### src/rtl/traffic_pkg.sv
// rtl/traffic_pkg.sv - shared state encoding, widths and period helper for the traffic scheduler
package traffic_pkg;

  localparam int PERIOD_W = 24;
  localparam int LEVEL_W  = 7;

  typedef enum logic [1:0] {
    ST_IDLE  = 2'd0,
    ST_RUN   = 2'd1,
    ST_LVLUP = 2'd2,
    ST_OVER  = 2'd3
  } state_t;

  // Wide intermediate so (level-1)*dec never wraps before the clamp decision.
  function automatic logic [PERIOD_W-1:0] level_period(
    input logic [LEVEL_W-1:0]  level,
    input logic [PERIOD_W-1:0] base,
    input logic [PERIOD_W-1:0] dec_step,
    input logic [PERIOD_W-1:0] min_p
  );
    logic [30:0] dec;
    logic [30:0] diff;
    dec  = (31'(level) - 31'd1) * 31'(dec_step);
    diff = 31'(base) - dec;
    if ((31'(base) > dec) && (diff >= 31'(min_p)))
      return diff[PERIOD_W-1:0];
    return min_p;
  endfunction

endpackage

### src/rtl/traffic_sched_if.sv
// rtl/traffic_sched_if.sv - game control inputs and level/step outputs of the traffic scheduler
interface traffic_sched_if
  import traffic_pkg::*;
  #(parameter int NUM_LANES = 4) ();

  logic                 i_start;
  logic                 i_frog_goal;
  logic                 i_frog_hit;
  logic [LEVEL_W-1:0]   o_level;
  logic [NUM_LANES-1:0] o_lane_step;
  logic [1:0]           o_state;
  logic                 o_running;
  logic                 o_level_up;

  modport master (
    output i_start, i_frog_goal, i_frog_hit,
    input  o_level, o_lane_step, o_state, o_running, o_level_up
  );

  modport slave (
    input  i_start, i_frog_goal, i_frog_hit,
    output o_level, o_lane_step, o_state, o_running, o_level_up
  );

endinterface

### src/rtl/traffic_sched_tick_timer.sv
// rtl/traffic_sched_tick_timer.sv - base tick counter; >= compare lets a shrunk period fire at once
module tick_timer
  import traffic_pkg::*;
(
  input  logic                i_Clk,
  input  logic                i_Rst_n,
  input  logic                enable,
  input  logic [PERIOD_W-1:0] period,
  output logic                tick
);

  logic [PERIOD_W-1:0] count;

  assign tick = enable && (count >= (period - 24'd1));

  always_ff @(posedge i_Clk) begin
    if (!i_Rst_n)
      count <= '0;
    else if (!enable || tick)
      count <= '0;
    else
      count <= count + 24'd1;
  end

endmodule

### src/rtl/traffic_sched.sv
// rtl/traffic_sched.sv - level/game-state scheduler issuing per-lane step strobes to the car movers
module traffic_sched
  import traffic_pkg::*;
#(
  parameter int                  NUM_LANES   = 4,
  parameter logic [PERIOD_W-1:0] BASE_PERIOD = 24'd1000000,
  parameter logic [PERIOD_W-1:0] PERIOD_DEC  = 24'd50000,
  parameter logic [PERIOD_W-1:0] MIN_PERIOD  = 24'd200000,
  parameter logic [LEVEL_W-1:0]  MAX_LEVEL   = 7'd16,
  parameter logic [3:0]          PAUSE_TICKS = 4'd8
) (
  input  logic           i_Clk,
  input  logic           i_Rst_n,
  traffic_sched_if.slave bus
);

  state_t               state;
  logic [LEVEL_W-1:0]   level;
  logic [NUM_LANES-1:0] lane_step;
  logic                 level_up;
  logic                 running;
  logic [3:0]           pause_cnt;
  logic [2:0]           lane_cnt [NUM_LANES];
  logic [PERIOD_W-1:0]  period;
  logic                 tick;

  assign period = level_period(level, BASE_PERIOD, PERIOD_DEC, MIN_PERIOD);

  tick_timer u_tick_timer (
    .i_Clk   (i_Clk),
    .i_Rst_n (i_Rst_n),
    .enable  ((state == ST_RUN) || (state == ST_LVLUP)),
    .period  (period),
    .tick    (tick)
  );

  always_ff @(posedge i_Clk) begin
    if (!i_Rst_n) begin
      state     <= ST_IDLE;
      level     <= 7'd1;
      lane_step <= '0;
      level_up  <= 1'b0;
      running   <= 1'b0;
      pause_cnt <= '0;
      for (int k = 0; k < NUM_LANES; k++) lane_cnt[k] <= '0;
    end else begin
      lane_step <= '0;
      level_up  <= 1'b0;
      case (state)
        ST_IDLE: begin
          for (int k = 0; k < NUM_LANES; k++) lane_cnt[k] <= '0;
          pause_cnt <= '0;
          if (bus.i_start) begin
            state   <= ST_RUN;
            level   <= 7'd1;
            running <= 1'b1;
          end
        end
        ST_RUN: begin
          // A tick coinciding with goal/hit is dropped so no strobe leaks out of RUN.
          if (bus.i_frog_hit) begin
            state   <= ST_OVER;
            running <= 1'b0;
          end else if (bus.i_frog_goal) begin
            level     <= (level >= MAX_LEVEL) ? MAX_LEVEL : level + 7'd1;
            level_up  <= 1'b1;
            pause_cnt <= '0;
            for (int k = 0; k < NUM_LANES; k++) lane_cnt[k] <= '0;
            state     <= ST_LVLUP;
            running   <= 1'b0;
          end else if (tick) begin
            for (int k = 0; k < NUM_LANES; k++) begin
              if (lane_cnt[k] == 3'(k)) begin
                lane_step[k] <= 1'b1;
                lane_cnt[k]  <= '0;
              end else begin
                lane_cnt[k]  <= lane_cnt[k] + 3'd1;
              end
            end
          end
        end
        ST_LVLUP: begin
          if (tick) begin
            pause_cnt <= pause_cnt + 4'd1;
            if (pause_cnt == PAUSE_TICKS - 4'd1) begin
              state   <= ST_RUN;
              running <= 1'b1;
            end
          end
        end
        ST_OVER: begin
          for (int k = 0; k < NUM_LANES; k++) lane_cnt[k] <= '0;
          pause_cnt <= '0;
          if (bus.i_start) begin
            state   <= ST_RUN;
            level   <= 7'd1;
            running <= 1'b1;
          end
        end
        default: state <= ST_IDLE;
      endcase
    end
  end

  assign bus.o_level     = level;
  assign bus.o_lane_step = lane_step;
  assign bus.o_state     = state;
  assign bus.o_running   = running;
  assign bus.o_level_up  = level_up;

endmodule

### src/flat_wrapper.sv
// flat-port wrapper written by rule: the top's interface ports become plain ports
module traffic_sched_flat import traffic_pkg::*;
#(
  parameter int                  NUM_LANES   = 4,
  parameter logic [PERIOD_W-1:0] BASE_PERIOD = 24'd1000000,
  parameter logic [PERIOD_W-1:0] PERIOD_DEC  = 24'd50000,
  parameter logic [PERIOD_W-1:0] MIN_PERIOD  = 24'd200000,
  parameter logic [LEVEL_W-1:0]  MAX_LEVEL   = 7'd16,
  parameter logic [3:0]          PAUSE_TICKS = 4'd8
)
  (i_Clk, i_Rst_n, bus_i_start, bus_i_frog_goal, bus_i_frog_hit, bus_o_level, bus_o_lane_step, bus_o_state, bus_o_running, bus_o_level_up);
  traffic_sched_if #(.NUM_LANES(NUM_LANES)) bus_i ();
  input  logic i_Clk;
  input  logic i_Rst_n;
  input wire logic [$bits(bus_i.i_start)-1:0] bus_i_start;
  input wire logic [$bits(bus_i.i_frog_goal)-1:0] bus_i_frog_goal;
  input wire logic [$bits(bus_i.i_frog_hit)-1:0] bus_i_frog_hit;
  output wire logic [$bits(bus_i.o_level)-1:0] bus_o_level;
  output wire logic [$bits(bus_i.o_lane_step)-1:0] bus_o_lane_step;
  output wire logic [$bits(bus_i.o_state)-1:0] bus_o_state;
  output wire logic [$bits(bus_i.o_running)-1:0] bus_o_running;
  output wire logic [$bits(bus_i.o_level_up)-1:0] bus_o_level_up;
  assign bus_i.i_start = bus_i_start;
  assign bus_i.i_frog_goal = bus_i_frog_goal;
  assign bus_i.i_frog_hit = bus_i_frog_hit;
  assign bus_o_level = bus_i.o_level;
  assign bus_o_lane_step = bus_i.o_lane_step;
  assign bus_o_state = bus_i.o_state;
  assign bus_o_running = bus_i.o_running;
  assign bus_o_level_up = bus_i.o_level_up;
  traffic_sched #(.NUM_LANES(NUM_LANES), .BASE_PERIOD(BASE_PERIOD), .PERIOD_DEC(PERIOD_DEC), .MIN_PERIOD(MIN_PERIOD), .MAX_LEVEL(MAX_LEVEL), .PAUSE_TICKS(PAUSE_TICKS)) u_core (.i_Clk(i_Clk), .i_Rst_n(i_Rst_n), .bus(bus_i));
endmodule
### config.mk
export PLATFORM = sky130hd
export DESIGN_NAME = traffic_sched_flat
export DESIGN_NICKNAME = d
export VERILOG_FILES = /design/src/rtl/traffic_pkg.sv /design/src/rtl/traffic_sched_if.sv /design/src/rtl/traffic_sched_tick_timer.sv /design/src/rtl/traffic_sched.sv /design/src/flat_wrapper.sv
export SDC_FILE = /design/constraint.sdc
export NUM_CORES = 1
export LEC_CHECK = 0
export CORE_MARGIN = 3
export CORE_UTILIZATION = 25
export DETAILED_ROUTE_END_ITERATION = 10
export PLACE_DENSITY = 0.43
export SLEW_MARGIN = 20
export SYNTH_ARGS = -nofsm -noshare
export SYNTH_HDL_FRONTEND = slang
export SYNTH_SLANG_ARGS = --single-unit
### constraint.sdc
create_clock -name i_Clk -period 28.3 [get_ports i_Clk]
set_clock_uncertainty 0.15 [all_clocks]
set_input_delay 8.49 -clock i_Clk [delete_from_list [all_inputs] [get_ports i_Clk]]
set_output_delay 8.49 -clock i_Clk [all_outputs]
set_load 0.01 [all_outputs]
==> results.txt <==
Rel. slew slack -> 34.0%
Worst r2r path cells -> 38
Gr usage total -> 10.7%
Synth async-reset ratio -> 0%
DR WL/cell -> 13.4 um
Slowest CP cell -> nand3_1
Crit. path cell count -> 38
Synth area leaders -> ha_1 20%, dfxtp_1 15%, fa_1 6.0%
Fmax -> 88.7 MHz
Post-synth top area cell -> ha_1
RSZ-0062 raised after global routing -> false
Height of the chip -> 169 um
Vias in the first global route -> 5107
Count leader, synth -> ha_1
Synth cell types -> 89
CP required -> 28.37 ns
Most numerous cell on the critical path -> ha_1
Vias per cell -> 4.67
Hold depth -> 1
Layout area overhead -> 9.56%
Max-slew violation count -> 0
Yosys top cell area share -> 19.6%
Initial antenna violation count -> 0
Post-synth EDFFs -> 6
Remaining DRCs -> 0
IO Port Bufs -> 19
Critical path's top delay family -> simple AND/OR/NAND/NOR gates
R2R Setup Slk -> 17.02 ns
Ys flop type -> dfxtp_1
CP bufs+invs -> 3
Rows -> 58
CTS Buf Count -> 5
Sink Count -> 55
Hpwl dp -> 12.2 mm
Layout cells sized above 1 -> 6.57%
Slew @ Worst Pin -> 0.988 ns
Yosys Warn Count -> 0
Worst hold endpoint -> u_core.u_tick_timer.count[0]
DR iter-0 viols -> 272
Clock Tree Buf Depth -> 2
Global route total overflow -> 0
Mapped Cells -> 783
CTS root buf -> clkbuf_16
Core Footprint -> 25600 um^2
Initial Util -> 25.9%
Later-pin clock latency in the skew report -> 0.30 ns
MaxCap Viol Count -> 0
N_diodes -> 0
Tmin final -> 11.28 ns
Hold Vio Cnt, Final -> 0
Worst Path Max Fanout -> 24
Reg2Reg Capture Point -> u_core.u_tick_timer.count[15]
Die Area -> 28500 um^2
Via count -> 5235
Crit. Startpoint -> u_core.bus.o_level[0]
First-pass GRT wire length -> 25.7 mm
Synth cell count leaders -> 104 x ha_1, 72 x inv_1, 62 x nor2_1
# resized after CTS -> 0
Mean Syn Cell Area -> 8.46 um^2
Final Cycle Share -> 39.8%
TNS Setup -> 0 ns
TritonCTS clock tree -> yes
Critical path's largest stage delay -> 0.80 ns
Chip width -> 169 um
Multi-input combinational cell area -> 5070 um^2
Clock-pin slew on the worst setup and hold paths -> 0.07 ns
Crit path arrival time -> 11.34 ns
Antenna Violating Nets Remaining -> 0
Worst hold start -> u_core.u_tick_timer.count[0]
Hold Crit Class -> reg2reg
H-Tree Depth -> 2
Register area share after synthesis -> 17.5%
Fillers -> 2785
Final core occ -> 28.3%
Synthesized area -> 6630 um^2
Cts hold-fix bufs -> 0
CP Launch Type -> register
I/O Pins -> 20
WL final -> 15.0 mm
Setup-failing EPs final -> 0
Storage cell area -> 1160 um^2
Drt pass-1 iters -> 4
Final GP Congestion -> 0.772
Post-CTS Setup Repair Bufs -> 0
Worst r2r src -> u_core.bus.o_level[0]
Outcome -> finished clean
CP endpoint kind -> register
Final nets -> 919
Crit Path Category -> reg2reg
Yosys reg bits -> 55
Largest net degree at the start of global routing -> 25
## layer usage
metal	vias to the layer above	global-route usage [%]	wire [um]
li1	2734	-	-
met1	2438	15.8	8020
met2	55	17.0	6560
met3	8	1.54	345
met4	0	1.71	102
met5	-	0	0
## sequential cells by signal (all words and copies together), names as in the netlist
register / flops
u_core.bus.o_level_up: 1
u_core.u_tick_timer.count: 24
u_core.bus.o_lane_step: 4
u_core.bus.o_level: 7
u_core.pause_cnt: 4
u_core.lane_cnt: 12
u_core.bus.o_running: 1
u_core.bus.o_state: 2
## stage by stage
stage / instance area [um^2] / cells / hold slack, ns / worst slack (ns)
after floorplan: 6630 / 784 / 0.263 / 18.40
after global placement: 7110 / 1113 / 0.279 / 17.08
after detailed placement: 7110 / 1113 / 0.290 / 16.89
after CTS: 7260 / 1121 / 0.306 / 16.86
after global routing: 7260 / 1121 / 0.327 / 15.92
final: 7260 / 1121 / 0.298 / 17.02
## worst reg2reg max path: cells and delay by family (launching register included)
kind	cells	cell delay [ns]
simple gates	11	3.65
fa+ha+maj	9	3.28
compound gates	12	2.14
xor+xnor	2	0.76
flops	1	0.42
buf+inv	3	0.41
mux	1	0.39
## kinds of logic after synthesis
family	Yosys count	share of synthesized area, %
buffers and inverters	93	6.04
adder cells (fa/ha/maj)	125	25.8
AND/OR/NAND/NOR	282	22.3
multiplexers	14	2.13
flip-flops	55	17.5
other	1	0.0566
AO/OA/AOI/OAI	137	15.3
XOR/XNOR	76	10.8
## placed cells by master, fill, tap and decap left out, types with 6 or more instances in the layout
| master | n |
|---|---|
| a21o_1 | 11 |
| a21oi_1 | 32 |
| and2_1 | 12 |
| and3_1 | 15 |
| clkdlybuf4s50_1 | 19 |
| dfxtp_1 | 49 |
| edfxtp_1 | 6 |
| fa_1 | 20 |
| ha_1 | 104 |
| inv_1 | 72 |
| mux2i_1 | 13 |
| nand2_1 | 52 |
| nand2_2 | 9 |
| nand2b_1 | 14 |
| nand3_1 | 34 |
| nand3b_1 | 6 |
| nand4_1 | 9 |
| nor2_1 | 62 |
| nor2b_1 | 13 |
| nor3_1 | 20 |
| nor4_1 | 7 |
| o21ai_0 | 28 |
| xnor2_1 | 42 |
| xor2_1 | 30 |
## area by class of cell
type | instances | area share [%]
clock buffer | 5 | 1.72
clock inverter | 3 | 0.328
inverter | 72 | 3.72
multi-input combinational | 636 | 69.8
sequential | 55 | 16.0
tap | 330 | 5.69
timing repair buffer | 20 | 2.72
## worst max path at each step
stage / to / slack (ns)
3_3_place_gp: u_core.u_tick_timer.count[17] / 17.08
3_5_place_dp: u_core.u_tick_timer.count[22] / 16.89
4_1_cts: u_core.u_tick_timer.count[15] / 16.86
5_1_grt: u_core.u_tick_timer.count[7] / 15.92
6_report: u_core.u_tick_timer.count[15] / 17.02
2_1_floorplan: u_core.lane_cnt[1][0] / 18.40
Power is left out: the tool's default activity adds up to more than one toggle a clock period on the data nets, which glitch-free logic cannot reach.
